==> src/rtl/vec_mem_responder_if.sv <==
// Request/response bus between the pipeline memory stage and the vector responder.
interface vec_mem_responder_if #(
    parameter int unsigned ADDR_W = 16,
    parameter int unsigned DATA_W = 18,
    parameter int unsigned LANES  = 3
);
    logic                      req_valid;
    logic                      req_we;
    logic [ADDR_W-1:0]         req_addr;
    logic [LANES*DATA_W-1:0]   req_wdata;
    logic                      stall;
    logic                      rsp_valid;
    logic [LANES*DATA_W-1:0]   rsp_rdata;

    modport master (
        output req_valid, req_we, req_addr, req_wdata,
        input  stall, rsp_valid, rsp_rdata
    );

    modport slave (
        input  req_valid, req_we, req_addr, req_wdata,
        output stall, rsp_valid, rsp_rdata
    );
endinterface

==> src/rtl/vec_mem_responder.sv <==
// Serialises one LANES-wide vector load/store into single-lane memory cycles,
// stalling the pipeline until the access completes.
module vec_mem_responder #(
    parameter int unsigned ADDR_W = 16,
    parameter int unsigned DATA_W = 18,
    parameter int unsigned LANES  = 3
) (
    input  logic               CLK,
    input  logic               RST,
    vec_mem_responder_if.slave bus,
    output logic               mem_en,
    output logic               mem_we,
    output logic [ADDR_W-1:0]  mem_addr,
    output logic [DATA_W-1:0]  mem_wdata,
    input  logic [DATA_W-1:0]  mem_rdata
);
    localparam int unsigned LANE_W = (LANES > 1) ? $clog2(LANES) : 1;
    localparam logic [LANE_W-1:0] LAST_LANE = LANE_W'(LANES - 1);

    typedef enum logic [2:0] {
        S_IDLE,
        S_WRITE,
        S_READ,
        S_RDRAIN,
        S_DONE
    } state_t;

    state_t                      r_state;
    state_t                      w_next;
    logic [LANE_W-1:0]           r_lane;
    logic [ADDR_W-1:0]           r_base;
    logic [LANES-1:0][DATA_W-1:0] r_wdata;
    logic [LANES-1:0][DATA_W-1:0] r_rbuf;
    logic [LANES-1:0][DATA_W-1:0] w_rsp;
    logic                        r_mem_en;
    logic                        r_mem_we;
    logic [ADDR_W-1:0]           r_mem_addr;
    logic [DATA_W-1:0]           r_mem_wdata;
    logic                        r_rsp_valid;
    logic [LANES*DATA_W-1:0]     r_rsp_rdata;

    logic                        w_accept;
    logic                        w_stall;
    logic                        w_issue;
    logic                        w_last;
    logic [LANE_W-1:0]           w_lane_nxt;
    logic [ADDR_W-1:0]           w_addr_nxt;

    assign w_issue    = (r_state == S_WRITE) || (r_state == S_READ);
    assign w_last     = (r_lane == LAST_LANE);
    assign w_lane_nxt = r_lane + LANE_W'(1);
    assign w_addr_nxt = r_base + ADDR_W'(r_lane) + ADDR_W'(1);

    // State register
    always_ff @(posedge CLK or negedge RST) begin
        if (!RST) r_state <= S_IDLE;
        else      r_state <= w_next;
    end

    // Next state, acceptance and the combinational stall
    always_comb begin
        w_next   = r_state;
        w_accept = 1'b0;
        w_stall  = 1'b0;
        case (r_state)
            S_IDLE: begin
                if (bus.req_valid) begin
                    w_accept = 1'b1;
                    w_stall  = 1'b1;
                    w_next   = bus.req_we ? S_WRITE : S_READ;
                end
            end
            S_WRITE: begin
                w_stall = 1'b1;
                if (w_last) w_next = S_DONE;
            end
            S_READ: begin
                w_stall = 1'b1;
                if (w_last) w_next = S_RDRAIN;
            end
            S_RDRAIN: begin
                w_stall = 1'b1;
                w_next  = S_DONE;
            end
            S_DONE:  w_next = S_IDLE;
            default: w_next = S_IDLE;
        endcase
    end

    // Last lane comes straight from the memory; earlier lanes from the capture buffer
    always_comb begin
        w_rsp            = r_rbuf;
        w_rsp[LANES-1]   = mem_rdata;
    end

    // Request latch, memory port, read capture and response registers
    always_ff @(posedge CLK or negedge RST) begin
        if (!RST) begin
            r_lane      <= '0;
            r_base      <= '0;
            r_wdata     <= '0;
            r_rbuf      <= '0;
            r_mem_en    <= 1'b0;
            r_mem_we    <= 1'b0;
            r_mem_addr  <= '0;
            r_mem_wdata <= '0;
            r_rsp_valid <= 1'b0;
            r_rsp_rdata <= '0;
        end else begin
            r_mem_en    <= 1'b0;
            r_mem_we    <= 1'b0;
            r_rsp_valid <= 1'b0;
            if (w_accept) begin
                r_base     <= bus.req_addr;
                r_wdata    <= bus.req_wdata;
                r_lane     <= '0;
                r_mem_en   <= 1'b1;
                r_mem_we   <= bus.req_we;
                r_mem_addr <= bus.req_addr;
                if (bus.req_we) r_mem_wdata <= bus.req_wdata[DATA_W-1:0];
            end else if (w_issue) begin
                if (!w_last) begin
                    r_lane     <= w_lane_nxt;
                    r_mem_en   <= 1'b1;
                    r_mem_we   <= (r_state == S_WRITE);
                    r_mem_addr <= w_addr_nxt;
                    if (r_state == S_WRITE) r_mem_wdata <= r_wdata[w_lane_nxt];
                end
                // mem_rdata now holds the lane issued on the previous cycle
                if ((r_state == S_READ) && (r_lane != '0)) begin
                    r_rbuf[r_lane - LANE_W'(1)] <= mem_rdata;
                end
            end else if (r_state == S_RDRAIN) begin
                r_rsp_valid <= 1'b1;
                r_rsp_rdata <= w_rsp;
            end
        end
    end

    assign mem_en        = r_mem_en;
    assign mem_we        = r_mem_we;
    assign mem_addr      = r_mem_addr;
    assign mem_wdata     = r_mem_wdata;
    assign bus.stall     = w_stall;
    assign bus.rsp_valid = r_rsp_valid;
    assign bus.rsp_rdata = r_rsp_rdata;
endmodule
==> src/flat_wrapper.sv <==
// flat-port wrapper written by rule: the top's interface ports become plain ports
module vec_mem_responder_flat 
#(
    parameter int unsigned ADDR_W = 16,
    parameter int unsigned DATA_W = 18,
    parameter int unsigned LANES  = 3
)
  (CLK, RST, mem_en, mem_we, mem_addr, mem_wdata, mem_rdata, bus_req_valid, bus_req_we, bus_req_addr, bus_req_wdata, bus_stall, bus_rsp_valid, bus_rsp_rdata);
  vec_mem_responder_if #(.ADDR_W(ADDR_W), .DATA_W(DATA_W), .LANES(LANES)) bus_i ();
  input  logic CLK;
  input  logic RST;
  output logic mem_en;
  output logic mem_we;
  output logic [ADDR_W-1:0] mem_addr;
  output logic [DATA_W-1:0] mem_wdata;
  input  logic [DATA_W-1:0] mem_rdata;
  input wire logic [$bits(bus_i.req_valid)-1:0] bus_req_valid;
  input wire logic [$bits(bus_i.req_we)-1:0] bus_req_we;
  input wire logic [$bits(bus_i.req_addr)-1:0] bus_req_addr;
  input wire logic [$bits(bus_i.req_wdata)-1:0] bus_req_wdata;
  output wire logic [$bits(bus_i.stall)-1:0] bus_stall;
  output wire logic [$bits(bus_i.rsp_valid)-1:0] bus_rsp_valid;
  output wire logic [$bits(bus_i.rsp_rdata)-1:0] bus_rsp_rdata;
  assign bus_i.req_valid = bus_req_valid;
  assign bus_i.req_we = bus_req_we;
  assign bus_i.req_addr = bus_req_addr;
  assign bus_i.req_wdata = bus_req_wdata;
  assign bus_stall = bus_i.stall;
  assign bus_rsp_valid = bus_i.rsp_valid;
  assign bus_rsp_rdata = bus_i.rsp_rdata;
  vec_mem_responder #(.ADDR_W(ADDR_W), .DATA_W(DATA_W), .LANES(LANES)) u_core (.CLK(CLK), .RST(RST), .bus(bus_i), .mem_en(mem_en), .mem_we(mem_we), .mem_addr(mem_addr), .mem_wdata(mem_wdata), .mem_rdata(mem_rdata));
endmodule
==> config.mk <==
export PLATFORM = sky130hd
export DESIGN_NAME = vec_mem_responder_flat
export DESIGN_NICKNAME = d
export VERILOG_FILES = /design/src/rtl/vec_mem_responder_if.sv /design/src/rtl/vec_mem_responder.sv /design/src/flat_wrapper.sv
export SDC_FILE = /design/constraint.sdc
export NUM_CORES = 1
export LEC_CHECK = 0
export ABC_CLOCK_PERIOD_IN_PS = 3880
export CAP_MARGIN = 20
export CORE_MARGIN = 10
export CORE_UTILIZATION = 46
export CTS_BUF_LIST = sky130_fd_sc_hd__clkbuf_8 sky130_fd_sc_hd__clkbuf_16
export CTS_CLUSTER_SIZE = 10
export DETAILED_ROUTE_END_ITERATION = 8
export MAX_ROUTING_LAYER = met4
export PLACE_DENSITY = 0.79
export RECOVER_POWER = 100
export REMOVE_ABC_BUFFERS = 1
export SLEW_MARGIN = 15
export SYNTH_ARGS = -nofsm -noshare
export SYNTH_HDL_FRONTEND = slang
export SYNTH_SLANG_ARGS = --single-unit
==> constraint.sdc <==
create_clock -name CLK -period 3.88 [get_ports CLK]
set_input_delay 0.776 -clock CLK [delete_from_list [all_inputs] [get_ports CLK]]
set_output_delay 0.776 -clock CLK [all_outputs]
set_load 0.005 [all_outputs]
Word-level counts from Yosys, hierarchy flattened
Index checks and enable logic that the tools add are counted.

cells by class
  $add $sub $neg = 4
  order comparisons = 3
  eq/ne operators = 9
  multiplexer cells = 33
  bitwise operators = 2
  reductions and logical operators = 13

operators by type and width
  kind                   count
  $mux 18                7
  $bwmux 54              1
  $mux 16                3
  $bmux 18 s2            1
  $demux 18 s2           1
  $add 16x1->16 const B  1
  $add 16x2->16          1
  $pmux 3 s4             1
  $mux 1                 11
  $mux 3                 3
  $reduce_and 3->1       3
  $mux 2                 4
  $eq 3x2->1 const B     2
  $lt 2x3->1 const B     2
  $ne 2x1->1 const B     3
  $reduce_bool 2->1      3
  $ne 2x2->1 const B     2
  $reduce_and 4->1       1
  $eq 3x1->1 const B     1
  $logic_not 3->1        1
  $reduce_or 3->1        1
  $add 2x1->2 const B    1
  $eq 2x2->1 const B     1
  $ge 2x1->1 const B     1
  other kinds (6)        8

storage, ports and cells
  register bits after elaboration = 220
  input bits = 92
  output and inout port bits = 92
  word-level logic and storage cells = 79

Depth between registers and ports, before layout
  word-level depth = 7
  gate-level depth with buffers = 11
  mapped depth without buffers = 8

Worst setup path before layout
No wires, ideal clock.

  path type = reg-to-reg
  from = register u_core.r_lane[0]
  to = register u_core.r_mem_addr[14] (netlist: u_core.mem_addr[14])
  setup time = 0.083 ns
  arrival time = 2.464 ns
  required time = 3.797 ns
  path slack = 1.334 ns
  cell stages (with the launch flop) = 11
  path through = dfrtp_1 -> buf_2 -> buf_2 -> inv_1 -> ha_1 -> fa_1 -> nand3b_1 -> nor3_1 -> nand4_1 -> xor2_1 -> o21ai_0

between the ends
  cells in the longest elaborated chain, start to end = 5

ends and longest elaborated chain
  item                    RTL line                  RTL
  start, declared         vec_mem_responder.sv:30   logic [LANE_W-1:0] r_lane;
  start signal, assigned  vec_mem_responder.sv:123  r_lane <= w_lane_nxt;
  $add 16x2->16           vec_mem_responder.sv:52   assign w_addr_nxt = r_base + ADDR_W'(r_lane) + ADDR_W'(1);
  $add 16x1->16           vec_mem_responder.sv:52
  $mux 16                 vec_mem_responder.sv:122  if (!w_last) begin
  $mux 16                 vec_mem_responder.sv:121  end else if (w_issue) begin
  $mux 16                 vec_mem_responder.sv:113  if (w_accept) begin
  end signal, assigned    vec_mem_responder.sv:119  r_mem_addr <= bus.req_addr;
  end signal, assigned    vec_mem_responder.sv:126  r_mem_addr <= w_addr_nxt;
  end, declared           vec_mem_responder.sv:37   logic [ADDR_W-1:0] r_mem_addr;

Several ways; a longest one is shown, not always the timed one. The select of a mux whose other input is x is not followed.
A chain may end at the register's enable or synchronous reset.

Final worst setup path
  from = input bus_req_valid
  to = register u_core.r_mem_addr[4] (netlist: u_core.mem_addr[4])

between the ends
  cells in the longest elaborated chain, start to end = 4

ends and longest elaborated chain
  item                                                       RTL line                 RTL
  start, declared                                            flat_wrapper.sv:17       input wire logic [$bits(bus_i.req_valid)-1:0] bus_req_valid;
  $mux 1 *                                                   vec_mem_responder.sv:67  if (bus.req_valid) begin
  $mux 1 *                                                   vec_mem_responder.sv:65  case (r_state)
  $ne 2x1->1 (no line) or $reduce_bool 2->1 (tied branches)  n/a
  $reduce_and 2->1 (no line)                                 n/a

Mark *: on every way between the ends. The rest lies on a longest branch, timed or not.

==> key figures <==
Die
  • Die area: 0.0247 mm^2
  • Initial Utilization: 0.465
  • Die Wd: 157 um
  • Io pins: 184
  • Die height: 157 um
  • Area of the core: 0.0186 mm^2
  • Row count: 50

Critical path
  • Crit path DAT: 3.41 ns
  • Critical path type: in2reg
  • R2R setup slack: 1.14 ns
  • Slowest cell on crit path: clkbuf_2
  • Startpoint Class: input port
  • Reg2Reg Capture Point: u_core.mem_addr[4]
  • Crit path max fanout: 83
  • Buffers and inverters on the worst path: 2
  • CP max stage delay: 1.19 ns
  • CP cell instances: dlygate4sd3_1 > nand2b_2 > nor3_1 > clkbuf_2 > o21ai_0 > mux2_2
  • Crit-path leading delay family: buffers and inverters
  • WP data required: 4.27 ns
  • Cell depth of the worst flop-to-flop path: 5
  • Origin of the critical flop-to-flop path: u_core.r_state[1]
  • CP Capture Type: flip-flop

Yosys
  • Synth unique cells: 41
  • Seq/Total Area, Yosys: 0.583
  • Mapped Area: 0.00867 mm^2
  • Synth Area per Inst: 9.75 um^2
  • Post-synth ARST share: 1.00
  • Syn Inst Count: 889
  • Post-synth EDFFs: 0
  • Top-count cell post-synth: nand2_1
  • #FFs+latches synth: 202
  • Synth area leader: dfrtp_1
  • Top cells by count, synth: nand2_1, dfrtp_1, o21ai_0
  • Synth Flop Type: dfrtp_1
  • Ys Warns: 0
  • Ranking of synthesized cells by area: dfrtp_1, nand2_1, mux2_4
  • Share of the synthesized area in the top cell type: 0.583

Place
  • Port bufs: 183
  • GPL Wtd Cong: 0.777
  • Pre-CTS setup slack: 1.03 ns
  • Placed cell area: 0.0107 mm^2
  • Dpl hpwl: 14,100 um

Hold path
  • HP Class: reg2reg
  • Hold path depth: 2
  • Worst hold start: u_core.r_rbuf[19]
  • Hold path endpoint: u_core.bus.rsp_rdata[19]

Detailed routing
  • DR vias: 6,668
  • Via-to-Cell Ratio: 5.15
  • DRC errors left: 0
  • ANT nets after route: 0
  • Final WL: 21,000 um
  • DR iter-0 viols: 361
  • WL/cell: 16.2 um
  • Initial DRT Pass Iterations: 5

Clocking
  • Clock Path Buffers: 3
  • TritonCTS clock tree: built
  • Clk sinks: 202
  • Resize count post-CTS: 0
  • # Post-CTS Setup Buffers: 0
  • Reg clk slew, reported paths: 0.06 ns
  • Clk Latency, worst-skew pair: 0.50 ns
  • CTS buffer count: 24
  • Hold_buf cts: 0
  • Root buf cell: clkbuf_16
  • H-tree Lvls: 1

Finish
  • Multi-input gate area: 0.00321 mm^2
  • Ant diodes: 0
  • Share of layout cells above drive strength 1: 0.0556
  • Reg area: 0.00505 mm^2
  • Final Cell Area: 0.0112 mm^2
  • Final core utilization: 0.599
  • Area growth, synth to finish: 28.9%
  • Final #Nets: 1,157
  • Fillers: 1,587

Timing
  • Final Hold Fails: 0
  • Setup TNS: 0 ns
  • Worst-Margin Slew: 2.56 ns
  • PnR worst setup slack: 0.861 ns
  • Final setup vio count: 0
  • Worst slew margin: -0.704
  • Hold WS: 0.457 ns
  • FMAX: 0.331 GHz
  • Max Clock Skew: 0.0104 ns
  • Final worst path period need: 3.02 ns
  • RSZ-0062 raised after global routing: no
  • Fin. max-slew vios: 277
  • Fin crit share: 0.778

Pwr
  • LEAKAGE: 5.42 nW
  • Peak VDD IR: 0.387 mV
  • Pwr/cell area: 834 mW/mm^2

GRT
  • Global Route Usage Sum: 0.171
  • Vias in the first global route: 6,691
  • GR Overflow Total: 0
  • First-pass GRT wire length: 33,800 um
  • Largest net degree at the start of global routing: 101
  • Initial antenna violation count: 0

Job
  • Max Cap Viol: 4

Status
  • Failing checks: max-capacitance violations, max-slew violations
  • Status: finished with violations
[worst min-delay path, delay by kind of cell (launching register included)]
family,cells,cell delay (ns)
DFF,1,0.33
and+or+nand+nor,2,0.10
[through the flow]
| step | cells | total power [W] |
|---|---|---|
| 5_1_grt | 1296 | 0.0101 |
| 4_1_cts | 1296 | 0.00979 |
| 3_3_place_gp | 1266 | 0.00765 |
| 6_report | 1296 | 0.00932 |
| 3_5_place_dp | 1266 | 0.00780 |
| 2_1_floorplan | 840 | 0.00597 |
[final cells by class]
type,count,share of cell area
clock inverters,4,0.00146
multi-input cells,628,0.287
clock buffers,26,0.0572
well taps,234,0.0262
repair buffers,192,0.172
inverters,10,0.00336
flip-flops and latches,202,0.452
[power by group]
part / internal (W) / switching, W
logic: 0.00171 / 0.00193
registers: 0.00314 / 0.000600
clock network: 0.00115 / 0.000796
[worst max-delay path by stage]
stage / from / endpoint / slack [ns] / cells past startpoint
floorplan: bus_req_valid / u_core.mem_addr[4] / -1.85 / 4
global placement: bus_req_valid / bus_stall / 1.05 / 4
detailed placement: bus_req_valid / bus_stall / 1.03 / 4
CTS: bus_req_valid / bus_stall / 1.03 / 4
global route: bus_req_valid / u_core.mem_addr[4] / 0.66 / 6
finish: bus_req_valid / u_core.mem_addr[4] / 0.86 / 6
[placed cells by master (no fill, tap or decap), types with 6 or more instances in the layout]
cell and n:
nor2_1 13, o21ai_1 6, nor3_1 6, clkbuf_16 25
nand2_1 418, ha_1 6, mux2_2 17, o211ai_1 21
clkdlybuf4s50_1 89, mux2_1 20, mux2i_1 23, dlygate4sd3_1 93
dfrtp_1 202, xnor2_1 10, o21ai_0 47, inv_1 12
[routing by layer]
layer / track usage / wire [um] / up-vias
li1: - / - / 3196
met1: 0.229 / 9900 / 3216
met2: 0.263 / 9420 / 226
met3: 0.0355 / 1310 / 30
met4: 0.0378 / 354 / 0
met5: - / 0 / -
[sequential cells by signal, indices dropped and copies added (netlist names), 2 cells and up]
| signal | flops |
|---|---|
| u_core.r_state | 3 |
| u_core.r_lane | 2 |
| u_core.r_rbuf | 36 |
| u_core.mem_addr | 16 |
| u_core.mem_wdata | 18 |
| u_core.r_wdata | 54 |
| u_core.r_base | 16 |
| u_core.bus.rsp_rdata | 54 |
[cells by family after synthesis]
logic type | after synthesis | synth area share
AND/OR/NAND/NOR | 455 | 0.208
flip-flops | 202 | 0.583
AO/OA/AOI/OAI | 91 | 0.0645
multiplexers | 60 | 0.0833
buffers and inverters | 59 | 0.0351
XOR/XNOR | 15 | 0.0152
adder cells (fa/ha/maj) | 7 | 0.0110
(Power assumes the default switching activity.)
